[config.mk]
export PLATFORM = sky130hd
export DESIGN_NAME = seq_piso_tx
export DESIGN_NICKNAME = d
export VERILOG_FILES = /design/src/rtl/seq_piso_tx.sv
export SDC_FILE = /design/constraint.sdc
export NUM_CORES = 1
export LEC_CHECK = 0
export BUFFER_PORTS_ARGS = -buffer_cell sky130_fd_sc_hd__buf_2
export CAP_MARGIN = 10
export CORE_UTILIZATION = 40
export CTS_CLUSTER_DIAMETER = 200
export CTS_CLUSTER_SIZE = 25
export DETAILED_ROUTE_END_ITERATION = 10
export PLACE_DENSITY_LB_ADDON = 0.2
export SETUP_SLACK_MARGIN = 0.5
export SLEW_MARGIN = 10
export SYNTH_ARGS = -nofsm -noshare
export SYNTH_HDL_FRONTEND = slang
export SYNTH_SLANG_ARGS = --single-unit
[constraint.sdc]
create_clock -name clk -period 1.9 [get_ports clk]
set_clock_uncertainty 0.1 [all_clocks]
set_input_delay 0.19 -clock clk [delete_from_list [all_inputs] [get_ports clk]]
set_output_delay 0.19 -clock clk [all_outputs]
set_load 0.005 [all_outputs]
[src/rtl/seq_piso_tx.sv]
// Parallel-in serial-out frame transmitter: start bit, data LSB-first, optional parity, stop bit.
// Optional parity stage is built only when SEQ_PISO_PARITY_EN is defined.
module seq_piso_tx #(
  parameter int WIDTH      = 8,
  parameter int BIT_CYCLES = 4,
  parameter bit PARITY_ODD = 1'b0
) (
  input  logic             clk,
  input  logic             rst,
  input  logic [WIDTH-1:0] d,
  input  logic             d_valid,
  output logic             d_ready,
  output logic             q,
  output logic             busy,
  output logic             done
);

  localparam int CW = (BIT_CYCLES > 1) ? $clog2(BIT_CYCLES) : 1;
  localparam int BW = (WIDTH > 1) ? $clog2(WIDTH) : 1;
  localparam logic [CW-1:0] CYC_LAST = CW'(BIT_CYCLES - 1);
  localparam logic [BW-1:0] BIT_LAST = BW'(WIDTH - 1);

  typedef enum logic [2:0] {
    S_IDLE   = 3'd0,
    S_START  = 3'd1,
    S_DATA   = 3'd2,
    S_STOP   = 3'd3
`ifdef SEQ_PISO_PARITY_EN
    , S_PARITY = 3'd4
`endif
  } state_t;

  state_t           state_q, state_d;
  logic [WIDTH-1:0] shreg_q, shreg_d;
  logic [CW-1:0]    cyc_q, cyc_d;
  logic [BW-1:0]    bit_q, bit_d;
  logic             done_q, done_d;
  logic             cyc_wrap;

`ifdef SEQ_PISO_PARITY_EN
  logic par_q, par_d;

  function automatic logic frame_parity(input logic [WIDTH-1:0] w);
    return (^w) ^ PARITY_ODD;
  endfunction
`else
  localparam bit unused_parity_odd = PARITY_ODD;
`endif

  always_comb begin
    state_d  = state_q;
    shreg_d  = shreg_q;
    cyc_d    = cyc_q;
    bit_d    = bit_q;
    done_d   = 1'b0;
`ifdef SEQ_PISO_PARITY_EN
    par_d    = par_q;
`endif
    cyc_wrap = (cyc_q == CYC_LAST);
    // Bit timer free-runs in every non-idle state and wraps at the end of each bit.
    if (state_q != S_IDLE) begin
      cyc_d = cyc_wrap ? '0 : cyc_q + 1'b1;
    end
    case (state_q)
      S_IDLE: begin
        if (d_valid) begin
          state_d = S_START;
          shreg_d = d;
          cyc_d   = '0;
          bit_d   = '0;
`ifdef SEQ_PISO_PARITY_EN
          par_d   = frame_parity(d);
`endif
        end
      end
      S_START: begin
        if (cyc_wrap) begin
          state_d = S_DATA;
          bit_d   = '0;
        end
      end
      S_DATA: begin
        if (cyc_wrap) begin
          shreg_d = shreg_q >> 1;
          if (bit_q == BIT_LAST) begin
`ifdef SEQ_PISO_PARITY_EN
            state_d = S_PARITY;
`else
            state_d = S_STOP;
`endif
          end else begin
            bit_d = bit_q + 1'b1;
          end
        end
      end
`ifdef SEQ_PISO_PARITY_EN
      S_PARITY: begin
        if (cyc_wrap) state_d = S_STOP;
      end
`endif
      S_STOP: begin
        if (cyc_wrap) begin
          state_d = S_IDLE;
          done_d  = 1'b1;
        end
      end
      default: state_d = S_IDLE;
    endcase
  end

  always_ff @(posedge clk) begin
    if (rst) begin
      state_q <= S_IDLE;
      shreg_q <= '0;
      cyc_q   <= '0;
      bit_q   <= '0;
      done_q  <= 1'b0;
`ifdef SEQ_PISO_PARITY_EN
      par_q   <= 1'b0;
`endif
    end else begin
      state_q <= state_d;
      shreg_q <= shreg_d;
      cyc_q   <= cyc_d;
      bit_q   <= bit_d;
      done_q  <= done_d;
`ifdef SEQ_PISO_PARITY_EN
      par_q   <= par_d;
`endif
    end
  end

  // Line level is decoded from registered state only.
  always_comb begin
    q = 1'b1;
    case (state_q)
      S_START:  q = 1'b0;
      S_DATA:   q = shreg_q[0];
`ifdef SEQ_PISO_PARITY_EN
      S_PARITY: q = par_q;
`endif
      default:  q = 1'b1;
    endcase
  end

  assign busy    = (state_q != S_IDLE);
  assign d_ready = (state_q == S_IDLE);
  assign done    = done_q;

endmodule

==> flow_summary.toml, run 1 <==
[outcome]
outcome = "completed"

[timing]
fmax_mhz = 593
slew_violations = 0
relSlewSlack_pct = 75.0
rsz0062_at_grt = "true"
setup_viol = 0
hold_viol_final = 0
fin_crit_ps = 1690
setup-tns-final_ps = 0
post-route-period-util_pct = 88.7
tightest_slew_ps = 374

[power]
p_leak_nw = 0.611
p_per_area_mw_per_mm2 = 1630
vdd_ir_drop_max_mv = 0.958

[synthesis]
yosysTopAreaCell = "dfxtp_1"
synth_compound_area_share_pct = 17.0
synth_cells = 106
syn_area_um2 = 985
synth_xor_area_share_pct = 0
synth_top_family_by_area = "simple AND/OR/NAND/NOR gates"
synth_area_leaders = "dfxtp_1 (33%), ha_1 (11%), mux2_2 (8.0%), a31oi_1 (5.1%), nor4_1 (5.1%)"
yosysSeqAreaShare_pct = 32.5
synthMuxAreaShare_pct = 11.1
yosys.area.top_type_share_pct = 32.5
ys_warn_count = 0
ys_ff_latch = 16
synthAdderAreaFrac_pct = 11.4
syn_nets = 126
synthSimpleGateAreaFrac_pct = 20.5
synth_area_per_cell_um2 = 9.29
ys_types = 31

[critical_path]
worst_setup_path_start_kind = "flop"
worstPathCellList = "buf_4 -> ha_2 -> a21o_1 -> or3_4 -> o31ai_2"
cp_slowest_cell = "or3_4"
end_kind = "flop"
crit_type = "flop to flop"
cp.required_ps = 2020
path_delay_family = "compound AO/OA/AOI/OAI gates"
path_buf_inv = 1
max_stage_delay_ps = 390
worstPathMaxFanout = 3
arrival_ps = 1800

[placement]
routabilityCongestion = 0.708
portBuffers = 14
dpl.hpwl_um = 1460
dpl_cell_area_mm2 = 0.00111

[run]
cap_violations = 0

[clock_network]
hold_buffers = 0
cts_buffers = 3
cts_tree = "done"
htreeDepth = 1
clock_sink_count = 16
clock_latency_ps = 300
clkTransAtPathRegs_ps = 100
cts_buffer_depth = 2
clock-root-buffer = "clkbuf_4"

[die]
pin_count = 15
num_rows = 17
die_h_um = 51.6
die_width_um = 51.6
start_util_pct = 43.3
coreArea_mm2 = 0.00228
dieArea_mm2 = 0.00266

[layout]
drive_above_1_share_pct = 59.0
final_nets = 160
fin_area_mm2 = 0.00145
areaGrowthSynthToFinish_pct = 47.1
n_fill_cell = 195
antenna_cells = 0

[routing]
drtAntennaViolNets = 0
drt-wirelength-per-cell_um = 15.9
dr.first_iter.drc_count = 20
wl_um = 2660
drc = 0
avgViaCountPerCell = 5.64
vias = 942
drtPass1Iterations = 4

[global_route]
track_usage_pct = 22.0
grt_overflow_total = 0
antenna_found_initial = 0
grt_pass1_wl_um = 4300
grt_pass1_vias = 947
grt_max_degree = 16

[hold_path]
hp-class = "input port to flop"
==> layout by cell type, fill, tap and decap left out, drive strengths merged <==
cell type / synthesis / layout
inv: 7 / 7
o31ai: 2 / 2
a31oi: 8 / 8
a21o: 2 / 2
nand2b: 3 / 3
or3: 2 / 2
a31o: 1 / 1
and3: 1 / 1
or2: 1 / 1
mux2: 7 / 7
a21oi: 1 / 1
nor2: 3 / 3
o21ba: 1 / 1
buf: 5 / 36
dfxtp: 16 / 16
nor2b: 3 / 4
nand2: 5 / 5
nand3: 1 / 1
clkbuf: 3 / 4
nor3: 8 / 8
a2111oi: 1 / 1
nor4: 8 / 8
o21ai: 1 / 1
mux2i: 3 / 3
o311ai: 2 / 2
a22oi: 1 / 1
ha: 9 / 9
or3b: 1 / 1
==> per-stage QoR <==
step / hold WS (ps) / util [%] / setup WS (ps) / instances / power [mW]
floorplan: 190 / - / 252 / 106 / 1.43
global placement: 375 / 48.7 / 193 / 141 / 1.55
detailed placement: 381 / 48.7 / 169 / 141 / 1.57
CTS: 143 / 61.1 / 265 / 166 / 2.21
global route: 160 / 63.7 / 164 / 167 / 2.52
finish: 157 / 63.7 / 214 / 167 / 2.36
==> metal layers <==
| layer | share of wire [%] | GRT usage (%) | wire, um | up-vias |
|---|---|---|---|---|
| met4 | 1.4 | 5.86 | 36 | 0 |
| met1 | 48 | 28.2 | 1270 | 459 |
| met2 | 46 | 35.7 | 1240 | 23 |
| met5 | 0 | 0 | 0 | - |
| met3 | 4.4 | 6.73 | 117 | 5 |
| li1 | - | - | - | 455 |
==> cells in the mapped netlist <==
master,instances
clkbuf_1,3
o31ai_1,2
buf_2,2
buf_6,1
mux2i_1,3
o311ai_0,2
a31o_2,1
nor4_1,8
or3_1,1
nand2b_1,3
dfxtp_1,16
and3_1,1
nor2_1,3
ha_1,9
a22oi_1,1
a31oi_1,8
or2_2,1
inv_1,7
nor2b_1,3
nand2_1,5
a21oi_1,1
a2111oi_4,1
nor3_1,8
nand3_1,1
or3_4,1
mux2_2,7
buf_4,2
o21ba_4,1
or3b_2,1
o21ai_1,1
a21o_1,2
==> where the power goes <==
part,switching [mW],internal (mW)
combinational,0.752,0.844
sequential,0.0777,0.447
clock,0.120,0.117
total,0.949,1.41
==> cell families after synthesis <==
kind of cell	Yosys count
simple gates	36
buf+inv	15
flops	16
mux	10
fa+ha+maj	9
compound gates	20
==> state kept, by name (all words and copies together), names as in the netlist <==
register	flops
done	1
shreg_q	8
cyc_q	2
bit_q	3
state_q	2
==> path summary, 6_finish.rpt <==
kind              cells after the start  endpoint  slack (ps)       start
hold reg to reg                       2  bit_q[1]         390    bit_q[1]
setup / recovery                      5  bit_q[2]         210  state_q[0]
setup reg to reg                      5  bit_q[2]         210  state_q[0]
hold / removal                        2  cyc_q[0]         160         rst
==> repair_timing <==
action / in CTS / in global routing
pin swaps: 7 / 5
buffers inserted: 20 / 1
cloned: 1 / 0
endpoints found under the setup margin: 17 / 16
resized for setup: 21 / 13
==> cell type report <==
cell class | count | area, um^2 | share of cell area (%)
Clock buffer | 4 | 36.3 | 2.50
Inverter | 7 | 28.8 | 1.99
Multi-Input combinational cell | 76 | 748 | 51.6
Sequential cell | 16 | 330 | 22.8
Tap cell | 28 | 35.0 | 2.42
Timing Repair Buffer | 36 | 270 | 18.7
No activity file was read; power rests on OpenSTA's default activity.
==> run 2: changes to the inputs <==
Settings changed: PLACE_DENSITY_LB_ADDON 0.2 to 0.3, REMOVE_ABC_BUFFERS set to 1.
==> run 2 against run 1 <==
  * First-iteration DRC count is 50% lower
  * Sequential share of layout area is 0.84 points lower
  * Final area up 3.0%
  * Critical path depth up 2
  * Highest routed layer unchanged
==> flow_summary.toml, run 2 (same netlist as run 1, synthesis figures left out) <==
[routing]
wl_um = 2530
drtAntennaViolNets = 0
dr.first_iter.drc_count = 10
drt-wirelength-per-cell_um = 15.2
avgViaCountPerCell = 5.60
drtPass1Iterations = 4
vias = 929
drc = 0

[power]
p_per_area_mw_per_mm2 = 1620
seqPwrFrac_pct = 21.3
net-switching-power_mw = 0.957
swShare_pct = 39.6
p_leak_nw = 0.617
p_int_mw = 1.46
combinationalPowerShare_pct = 68.8
power.share.clock_pct = 9.9
vdd_ir_drop_max_mv = 0.892
power_mw = 2.41

[clock_network]
clock-root-buffer = "clkbuf_4"
clock_latency_ps = 300
cts_tree = "done"
cts_buffers = 3
htreeDepth = 1
clkTransAtPathRegs_ps = 110
cts_buffer_depth = 2
clock_sink_count = 16
hold_buffers = 0

[die]
die_width_um = 51.6
coreArea_mm2 = 0.00228
pin_count = 15
num_rows = 17
die_h_um = 51.6
dieArea_mm2 = 0.00266
start_util_pct = 43.3

[outcome]
outcome = "completed"

[critical_path]
worst_setup_path_start_kind = "flop"
cp.required_ps = 1980
worstPathMaxFanout = 8
end_kind = "flop"
arrival_ps = 1770
crit_type = "flop to flop"

[global_route]
track_usage_pct = 20.6
grt_overflow_total = 0
antenna_found_initial = 0
grt_pass1_vias = 888
grt_max_degree = 16
grt_pass1_wl_um = 4070

[run]
cap_violations = 0

[layout]
final_common_cell = "buf_4"
top_regs = "shreg_q: 8 flops, bit_q: 3 flops"
largest_reg_flops = 8
drive_above_1_share_pct = 58.7
mostFrequentLayoutCells = "buf_4 (15), buf_2 (13), dfxtp_1 (12)"
utilization_pct = 65.6
regMostFlops = "shreg_q"
stdcell_count = 166
antenna_cells = 0
areaGrowthSynthToFinish_pct = 51.6
final_nets = 159

[timing]
setup_slack_ps = 211
relSlewSlack_pct = 78.9
slew_violations = 0
fin_crit_ps = 1690
post-route-period-util_pct = 88.9
hold_viol_final = 0
rsz0062_at_grt = "true"
setup_viol = 0
tightest_slew_ps = 311
fmax_mhz = 592

[placement]
pre_cts_slack_ps = -19.7
dpl.hpwl_um = 1490
routabilityCongestion = 0.795
portBuffers = 14
place_inst = 147

[hold_path]
hp-class = "input port to flop"
## run 2: path summary, 6_finish.rpt
check	startpoint	endpoint	slack, ps	cells past startpoint
worst min-delay path	rst	cyc_q[0]	150	2
worst max-delay path	state_q[1]	shreg_q[3]	210	7
worst max register to register	state_q[1]	shreg_q[3]	210	7
worst min register to register	shreg_q[7]	shreg_q[7]	390	2
## run 2: power groups by stage
stage	Combinational, mW	Sequential [mW]	Clock, mW
2_1_floorplan	0.729	0.495	0
3_3_place_gp	1.03	0.492	0
3_5_place_dp	1.05	0.496	0
4_1_cts	1.31	0.499	0.242
5_1_grt	1.79	0.522	0.259
6_report	1.66	0.513	0.240
## run 2: per-layer routing
layer / vias up / wire, um / GRT usage [%]
met2: 28 / 1300 / 35.1
met4: 0 / 26 / 6.76
met1: 444 / 1090 / 24.9
met5: - / 0 / 0
met3: 4 / 106 / 5.56
li1: 453 / - / -
## run 2: worst max-delay path, stage by stage (launching register included)
cell and delay [ps]:
dfxtp_4 360, buf_6 110, ha_4 170, buf_8 130, buf_12 110, mux2_2 360
nor4_4 170, nor3_1 70
## run 2: timing repair
item	4_1_cts	5_1_grt
hold endpoints to repair	0	0
pin swaps	7	2
buffers inserted	7	8
setup endpoints to repair	17	17
resized for setup	27	25
## run 2: layout make-up
cell class | instances | area [um^2]
Fill cell | 169 | 783
Multi-Input combinational cell | 75 | 773
Sequential cell | 16 | 328
Timing Repair Buffer | 36 | 289
Clock buffer | 4 | 36.3
Tap cell | 28 | 35.0
Inverter | 7 | 31.3
## run 2: per-stage QoR
stage          hold WS (ps)  setup TNS, ps  instance area, um^2
4_1_cts                 138              0                 1320
2_1_floorplan           159          -41.3                  937
3_3_place_gp            402              0                 1090
5_1_grt                 155              0                 1490
3_5_place_dp            395          -19.7                 1090
6_report                145              0                 1490
==> run 3: changes to the inputs <==
--- a/config.mk
+++ b/config.mk
@@ -9,2 +9,3 @@
 export CAP_MARGIN = 10
+export CORE_MARGIN = 10
 export CORE_UTILIZATION = 40
--- a/constraint.sdc
+++ b/constraint.sdc
@@ -4,2 +4,2 @@
 set_output_delay 0.19 -clock clk [all_outputs]
-set_load 0.005 [all_outputs]
+set_load 0.1 [all_outputs]
==> run 3 against run 2 <==
  * Combinational power up 61%
  * Die area up 82%
  * Critical path type is now flop to primary output
  * Cell count up 4.2%
  * Final area up 16%
  * Global-route usage down 9.6 points
  * Clock power about the same
  * Sequential power up 9.6%
  * Count of clock-buffer cells in the layout unchanged
  * Core utilization up 11 points
  * Non-clock buffer count up 7
  * Worst hold slack better by 2.4 ps
  * Via count up 7.8%
==> flow_summary.toml, run 3 (same netlist as run 1, synthesis figures left out) <==
[power]
p_leak_nw = 0.703
net-switching-power_mw = 1.59
swShare_pct = 45.9
power.share.clock_pct = 6.9
combinationalPowerShare_pct = 76.9
seqPwrFrac_pct = 16.2
vdd_ir_drop_max_mv = 1.93
p_int_mw = 1.88
p_per_area_mw_per_mm2 = 2000

[critical_path]
crit_type = "flop to primary output"
cp.required_ps = 1610
worstPathMaxFanout = 5
end_kind = "primary output"
path_delay_family = "buffers and inverters"
arrival_ps = 1480
worstPathCellList = "inv_4 -> ha_4 -> buf_12 -> mux2i_4 -> buf_12"
path_buf_inv = 3
crit_top_cell = "buf_12"
worst_setup_path_start_kind = "flop"
max_stage_delay_ps = 360
cp_slowest_cell = "dfxtp_4"

[layout]
regMostFlops = "shreg_q"
drive_above_1_share_pct = 66.9
final_common_cell = "buf_4"
largest_reg_flops = 8
top_regs = "shreg_q: 8 flops, bit_q: 3 flops"
final_nets = 166
areaGrowthSynthToFinish_pct = 76.2
mostFrequentLayoutCells = "buf_4 (16), dfxtp_1 (13), buf_2 (11)"
antenna_cells = 0
utilization_pct = 76.3
fin_area_mm2 = 0.00174

[global_route]
use_met2_pct = 20.0
grt_busiest_layer = "met2"
grt_pass1_wl_um = 4520
grt_overflow_total = 0
use_met3_pct = 4.28
grt_pass1_vias = 968
antenna_found_initial = 0
track_usage_pct = 11.0
met1_usage_pct = 11.9
grt_max_degree = 16

[timing]
post-route-period-util_pct = 93.0
setup_slack_ps = 134
tightest_slew_ps = 559
slew_violations = 0
relSlewSlack_pct = 62.7
rsz0062_at_grt = "true"
fmax_mhz = 566
setup_viol = 0
fin_crit_ps = 1770
hold_viol_final = 0

[die]
coreArea_mm2 = 0.00228
die_width_um = 69.6
pin_count = 15
die_h_um = 69.6
num_rows = 17
start_util_pct = 43.3
dieArea_mm2 = 0.00485

[routing]
avgViaCountPerCell = 5.79
wl_um = 3430
drt-wirelength-per-cell_um = 19.8
vias = 1001
drc = 0
dr.first_iter.drc_count = 72
drtPass1Iterations = 4
drtAntennaViolNets = 0

[clock_network]
clkTransAtPathRegs_ps = 100
cts_tree = "done"
htreeDepth = 1
clock_latency_ps = 300
clock_sink_count = 16
clock-root-buffer = "clkbuf_4"
cts_buffer_depth = 2
cts_buffers = 3

[placement]
pre_cts_slack_ps = 62.0
portBuffers = 14
dpl.hpwl_um = 1620
dpl_cell_area_mm2 = 0.00111
routabilityCongestion = 0.812

[run]
cap_violations = 0

[hold_path]
hp-class = "input port to flop"

[outcome]
outcome = "completed"
-- run 3: changes by cell type in the layout (fill, tap and decap cells not counted), sizes merged --
cell	previous run	this run
buf	36	43
-- run 3: layout make-up --
cell class                      count  area [um^2]
Inverter                            7         31.3
Fill cell                         141          541
Timing Repair Buffer               43          403
Multi-Input combinational cell     75          901
Tap cell                           28         35.0
Clock buffer                        4         36.3
Sequential cell                    16          329
-- run 3: layer usage --
layer	wire length, um	vias up
met1	1320	491
met4	102	0
met3	173	13
met5	0	-
met2	1830	30
li1	-	467
-- run 3: metrics by stage --
step                std cells  hold slack, ps  TNS, ps  power (mW)
floorplan                  98             159    -9730        1.55
global placement          145             389        0        1.92
detailed placement        145             402        0        1.94
CTS                       164             145        0        2.79
global route              173             173        0        3.62
finish                    173             148        0        3.47
-- run 3: what timing repair did --
item	in CTS	in global routing
resized for setup	56	25
setup buffers	15	9
pin swaps	13	8
hold buffers	0	0
endpoints found under the setup margin	17	18
-- run 3: path summary, 6_finish.rpt --
check             start    endpoint  slack, ps  cells past startpoint
max          state_q[0]           q        130                      5
min                 rst    cyc_q[0]        150                      2
min reg2reg  state_q[1]  state_q[1]        430                      2
max reg2reg  state_q[0]    bit_q[0]        150                      6
-- run 3: power by group through the flow --
stage,Sequential (mW),Clock [mW],Combinational (mW)
final,0.562,0.238,2.67
after global routing,0.570,0.258,2.79
after CTS,0.526,0.239,2.03
after detailed placement,0.513,0,1.43
after global placement,0.507,0,1.41
after floorplan,0.495,0,1.05
